===== src/rtl/hdcpu_pkg.sv =====
// Shared timing definitions for the HDCPU hardwired controller: one-hot beat
// and phase encodings, the beat-generator state type and the beat sequencing rule.
package hdcpu_pkg;

  localparam logic [2:0] W_1    = 3'b001;
  localparam logic [2:0] W_2    = 3'b010;
  localparam logic [2:0] W_3    = 3'b100;

  localparam logic [2:0] PH_OFF = 3'b000;
  localparam logic [2:0] PH_T1  = 3'b001;
  localparam logic [2:0] PH_T2  = 3'b010;
  localparam logic [2:0] PH_T3  = 3'b100;

  typedef enum logic {ST_HALT, ST_RUN} state_t;

  // Beat that follows the current one: SHORT only matters in W1, LONG only in W2.
  function automatic logic [2:0] next_beat(input logic [2:0] w,
                                           input logic       short_req,
                                           input logic       long_req);
    logic [2:0] nb;
    nb = W_1;
    case (w)
      W_1:     nb = short_req ? W_1 : W_2;
      W_2:     nb = long_req  ? W_3 : W_1;
      default: nb = W_1;
    endcase
    return nb;
  endfunction

endpackage


===== src/rtl/hdcpu_beat_gen_qd_sync.sv =====
// Panel start button synchronizer: two flops into the CLK domain plus a third
// flop so that a level press becomes a single-cycle rising-edge pulse.
module qd_sync (
  input  logic CLK,
  input  logic CLR,
  input  logic QD,
  output logic QD_RISE
);

  logic meta, sync, sync_d;

  always_ff @(posedge CLK or negedge CLR) begin
    if (!CLR) begin
      meta   <= 1'b0;
      sync   <= 1'b0;
      sync_d <= 1'b0;
    end else begin
      // NOTE: non-blocking assignments make this a true shift chain; blocking
      // ones would collapse the three flops into one.
      meta   <= QD;
      sync   <= meta;
      sync_d <= sync;
    end
  end

  assign QD_RISE = sync & ~sync_d;

endmodule


===== src/rtl/hdcpu_beat_gen.sv =====
// HDCPU beat/phase generator: T1/T2/T3 phases, W1/W2/W3 beats, STOP halt and
// QD resume. Optional single-instruction stepping under macro HDCPU_STEP_EN.
module hdcpu_beat_gen
  import hdcpu_pkg::*;
(
  input  logic       CLK,
  input  logic       CLR,
  input  logic       QD,
  input  logic       SHORT,
  input  logic       LONG,
  input  logic       STOP,
`ifdef HDCPU_STEP_EN
  input  logic       STEP,
`endif
  output logic [2:0] T,
  output logic [2:0] W,
  output logic       RUN
);

  state_t     state, state_nx;
  logic [2:0] t_q, t_nx;
  logic [2:0] w_q, w_nx;
  logic       qd_rise;
  logic       halt_req;

  qd_sync u_qd_sync (
    .CLK     (CLK),
    .CLR     (CLR),
    .QD      (QD),
    .QD_RISE (qd_rise)
  );

  always_ff @(posedge CLK or negedge CLR) begin
    if (!CLR) begin
      state <= ST_HALT;
      t_q   <= PH_OFF;
      w_q   <= W_1;
    end else begin
      state <= state_nx;
      t_q   <= t_nx;
      w_q   <= w_nx;
    end
  end

  always_comb begin
    // NOTE: every output of this block gets a default first, so no path can
    // leave a signal unassigned and infer a latch.
    state_nx = state;
    t_nx     = t_q;
    w_nx     = w_q;
    halt_req = 1'b0;
    case (state)
      ST_HALT: begin
        t_nx = PH_OFF;
        if (qd_rise) begin
          state_nx = ST_RUN;
          t_nx     = PH_T1;
        end
      end
      default: begin
        // QD pulses are simply not looked at while running.
        if (t_q == PH_T3) begin
          w_nx     = next_beat(w_q, SHORT, LONG);
          halt_req = STOP;
`ifdef HDCPU_STEP_EN
          if (STEP && (w_nx == W_1)) halt_req = 1'b1;
`endif
          if (halt_req) begin
            state_nx = ST_HALT;
            t_nx     = PH_OFF;
          end else begin
            t_nx     = PH_T1;
          end
        end else begin
          t_nx = {t_q[1:0], 1'b0};
        end
      end
    endcase
  end

  assign T   = t_q;
  assign W   = w_q;
  assign RUN = (state == ST_RUN);

endmodule


===== config.mk =====
export PLATFORM = sky130hd
export DESIGN_NAME = hdcpu_beat_gen
export DESIGN_NICKNAME = d
export VERILOG_FILES = /design/src/rtl/hdcpu_pkg.sv /design/src/rtl/hdcpu_beat_gen_qd_sync.sv /design/src/rtl/hdcpu_beat_gen.sv
export SDC_FILE = /design/constraint.sdc
export NUM_CORES = 1
export LEC_CHECK = 0
export CAP_MARGIN = 0
export CELL_PAD_IN_SITES_DETAIL_PLACEMENT = 1
export CELL_PAD_IN_SITES_GLOBAL_PLACEMENT = 2
export CORE_AREA = 2 2 39 41
export CTS_BUF_LIST = sky130_fd_sc_hd__clkbuf_4 sky130_fd_sc_hd__clkbuf_8
export CTS_CLUSTER_DIAMETER = 200
export DETAILED_ROUTE_END_ITERATION = 10
export DIE_AREA = 0 0 41 43
export PLACE_DENSITY_LB_ADDON = 0.1
export SLEW_MARGIN = 40
export SYNTH_ARGS = -nofsm -noshare
export SYNTH_HDL_FRONTEND = slang
export SYNTH_SLANG_ARGS = --single-unit

===== constraint.sdc =====
create_clock -name CLK -period 3.2 [get_ports CLK]
set_input_delay 0.64 -clock CLK [delete_from_list [all_inputs] [get_ports CLK]]
set_output_delay 0.64 -clock CLK [all_outputs]
set_load 0.05 [all_outputs]

# Word level (Yosys, flattened, before mapping)
# Index checks and enable logic that the tools add are counted.
[totals] ff_bits=10 latchBits=0 ramBits=0 romBits=0 input_bits=6 output_inout_bits=7 wordCells=23 n_memories=0
[classes] n_addsub=0 n_mul=0 div=0 n_lt_le_gt_ge=0 eq_ne=3 n_shift=0 n_mux=11 bitwise=2 n_reduce_logical=1
[ops] operator="3-bit two-way mux" count=3
[ops] operator="1-bit two-way mux" count=6
[ops] operator="3-bit one-hot mux with 2 select lines" count=1
[ops] operator="3-bit by 1-bit == test with 1-bit output (second input constant)" count=1
[ops] operator="3-bit by 2-bit == test with 1-bit output (second input constant)" count=1
[ops] operator="3-bit == test (second input constant)" count=1
[ops] operator="2-bit two-way mux" count=1
[ops] operator="2-bit AND reduction" count=1
[ops] operator="1-bit bitwise AND" count=1
[ops] operator="1-bit inverter" count=1

# Longest topological paths before layout
[depth] word_depth=4 ltp_mapped=3 depth_no_buf=3

# Modules after synthesis
# From an unflattened synthesis, not the netlist that was laid out.
[unflattened] cells_unflattened=28 area_unflattened_um2=375.4
[modules_own_cells] mod="hdcpu_beat_gen" instances=1 cells_each=24 area_per_inst_um2=286.5 seq_area_each_um2=176.4
[modules_own_cells] mod="qd_sync" instances=1 cells_each=4 area_per_inst_um2=88.8 seq_area_each_um2=75.1

# Worst setup path before layout
# No wires, ideal clock.
[synth_path] kind="register to output" start="reg state (netlist: RUN)" end="out RUN" arrival_time_ns=0.696 t_required_ns=2.560 setup_slack_ns=1.864 stages_incl_launch_ff=1 path_buffers=0 path_cell_list="dfrtp_1"
[synth_lines] element="start: declaration" line_no="hdcpu_beat_gen.sv:20" source="state_t state, state_nx;"
[synth_lines] element="start signal: assignment" line_no="hdcpu_beat_gen.sv:39" source="state <= state_nx;"
[synth_lines] element="end: declaration" line_no="hdcpu_beat_gen.sv:17" source="output logic RUN"
# No word-level cell between the ends.

# Worst setup path in the final report
[layout_path] start="reg w_q[0] (netlist: W[0])" end="out W[0]"
[layout_lines] element="start: declaration" line_no="hdcpu_beat_gen.sv:22" source="logic [2:0] w_q, w_nx;"
[layout_lines] element="start signal: assignment" line_no="hdcpu_beat_gen.sv:41" source="w_q <= w_nx;"
[layout_lines] element="end: declaration" line_no="hdcpu_beat_gen.sv:16" source="output logic [2:0] W,"
# No word-level cell between the ends.

==> results.md <==
- Crit path kind: reg2out
- Worst Hold Class: reg2reg
- Max Cap Viol: 0
- Reg2reg end: W[1]
- Setup_tns: 0 ns
- Top post-synthesis cells by area: dfrtp_1 56%, nand4bb_4 6.8%, dfstp_2 6.5%
- CP bufs+invs: 1
- Seq pwr share: 40.2%
- Initial Utilization: 29.3%
- Post-DRT Antenna Nets: 0
- Total internal power: 278 µW
- Slew @ Worst Pin: 0.499 ns
- Post-DP HPWL: 557 µm
- Vias in the first global route: 267
- Syn. warnings: 0
- Global-route wire length before repair: 1.15 mm
- Hold path startpoint: u_qd_sync.meta
- PwrDens: 764 mW/mm²
- Critical path peak fanout: 4
- First-pass DRT Iterations: 2
- Die height: 43 µm
- Sequential-to-total area share from yosys stat: 62.0%
- Worst-path cell chain: clkdlybuf4s50_1
- Outcome: finished clean
- # clock sinks: 10
- R2R setup slack: 2.08 ns
- Routability cong.: 0.692
- I/O Pins: 13
- Crit path DAT: 1.63 ns
- Final hold vios: 0
- P_sw: 167 µW
- Layout cells sized above 1: 25.6%
- Port Buffers: 12
- Final setup violation count: 0
- Switching Fraction: 37.5%
- Worst Hold End: u_qd_sync.sync
- Cell count after synthesis: 27
- Count of cell types in the netlist: 16
- Relative slew margins: 66.6%
- Starting DRT DRC Count: 2
- Top FF cell, synth: dfrtp_1
- Worst Path Required: 2.56 ns
- Number of vias per cell: 4.54
- Clk pwr share: 25.4%
- H-tree depth: 1
- Row count: 14
- Placed insts: 55
- Core area: 0.00138 mm²
- Syn Area/Cell: 15.0 µm²
- Mapped Area: 405 µm²
- Die area: 0.00176 mm²
- Final Non-Filler Cells: 59
- Routed via count: 268
- Antenna Cells: 0
- Comb power frac: 34.4%
- Worst Setup End Kind: primary output
- Fmax: 440 MHz
- Top cells by count, synth: 9 x dfrtp_1, 2 x a21o_1, 2 x and2_2, 2 x nand2b_1
- Maximum VDD drop: 362 µV
- Count leader, synth: dfrtp_1
- Nets: 50
- Number of remaining DRC errors: 0
- Period minus WS final: 2.27 ns
- Post_cts resized: 0
- Worst-Skew Late Latency: 0.27 ns
- CTS Buf Count: 3
- Area grow syn2layout: 43.5%
- Fillcell total: 145
- Register bit total from synthesis: 10
- Clock Skew: 0.00622 ns
- Area leader, netlist: dfrtp_1
- Crit share post-route: 71.0%
- Worst Hold Depth: 0
- Clock Path Buffers: 2
- GRT Util Overall: 10.7%
- Post-CTS Setup Inserts: 0
- WL per Instance: 12.5 µm
- Async SR Flop Fraction: 100%
- R2R Path Start: T[1]
- Total gr overflow: 0
- Area of the multi-input gates: 150 µm²
- Root Buffer: clkbuf_4
- EDFF count, synth: 0
- Startpoint types: register
- CP top delay family: buffers and inverters
- Hold-fix buffers, CTS: 0
- Crit-path max cell delay: 0.80 ns
- Leakage: 0.250 nW
- Crit-path slowest cell: clkdlybuf4s50_1
- RSZ-0062 raised after global routing: false
- Initial antenna violation count: 0
- Final wirelength: 738 µm
- CTS tree: built
- Worst R2R Path Depth: 3
- Die width: 41 µm
- Max Slew Vio Count: 0
- Maximum number of pins on one net before global-route repair: 11
- Synth top area share: 55.6%
- Post-synth net total: 33
- Register area: 251 µm²
- Clock slew seen by the registers of the worst setup and hold paths: 0.07 ns
metrics by stage:
| step | cell area, µm² | setup slack [ns] | power [mW] | hold WS [ns] | utilization, % |
|---|---|---|---|---|---|
| 2_1_floorplan | 405 | 1.86 | 0.279 | 0.331 | - |
| 3_3_place_gp | 546 | 1.22 | 0.332 | 0.344 | 39.4 |
| 3_5_place_dp | 546 | 1.21 | 0.336 | 0.342 | 39.4 |
| 4_1_cts | 582 | 0.908 | 0.454 | 0.358 | 42.0 |
| 5_1_grt | 582 | 0.885 | 0.468 | 0.369 | 42.0 |
| 6_report | 582 | 0.928 | 0.444 | 0.356 | 42.0 |
layout make-up:
type | count | share of cell area, %
Sequential cell | 10 | 43.2
Multi-Input combinational cell | 16 | 25.8
Timing Repair Buffer | 12 | 20.6
Clock buffer | 4 | 6.24
Tap cell | 16 | 3.44
Inverter | 1 | 0.645
logic make-up after synthesis:
logic type / share of synthesized area (%)
buffers and inverters: 0.925
AOI/OAI and AO/OA: 8.33
and+or+nand+nor: 28.7
DFF: 62.0
how the worst max path moves through the flow:
stage	startpoint	endpoint	slack, ns	cells after the start
2_1_floorplan	RUN	RUN	1.86	0
3_3_place_gp	W[0]	W[0]	1.22	1
3_5_place_dp	W[0]	W[0]	1.21	1
4_1_cts	W[0]	W[0]	0.91	1
5_1_grt	W[0]	W[0]	0.89	1
6_report	W[0]	W[0]	0.93	1
worst reg2reg max path: cells and delay by family, from the launching register on:
kind             cells  cell delay (ns)
AND/OR/NAND/NOR      2             0.55
flip-flops           1             0.40
AO/OA/AOI/OAI        1             0.11
layer usage:
metal  track usage [%]  routed length [µm]  vias up
met1              12.9                 326      130
met2              13.4                 355        8
met4              10.0                  12        0
met3              4.71                  43        2
met5                 0                   0        -
li1                  -                   -      128
sequential cells by signal, summed over array words and instances (netlist names):
name / flops
T: 3
u_qd_sync.meta: 1
u_qd_sync.sync_d: 1
u_qd_sync.sync: 1
W: 3
RUN: 1
power by group through the flow:
stage                     Sequential [mW]  Combinational [mW]  Clock [mW]
final                               0.178               0.153       0.113
after global routing                0.182               0.161       0.126
after detailed placement            0.182               0.154           0
after CTS                           0.179               0.154       0.120
after global placement              0.179               0.153           0
after floorplan                     0.244              0.0356           0
cell usage in the layout (no fill, tap or decap):
| cell type | instances |
|---|---|
| clkdlybuf4s50_1 | 12 |
| dfrtp_1 | 9 |
| clkbuf_4 | 3 |
| and2_2 | 2 |
| nand2b_1 | 2 |
| a21o_1 | 2 |
| dfstp_2 | 1 |
| nand4bb_4 | 1 |
| o22ai_1 | 1 |
| inv_1 | 1 |
| and4bb_2 | 1 |
| a22oi_1 | 1 |
| nand2_1 | 1 |
| nor4_2 | 1 |
| nor4_4 | 1 |
| nand3b_1 | 1 |
| a21oi_1 | 1 |
| nor2_1 | 1 |
| clkbuf_8 | 1 |
(Power assumes the default switching activity.)
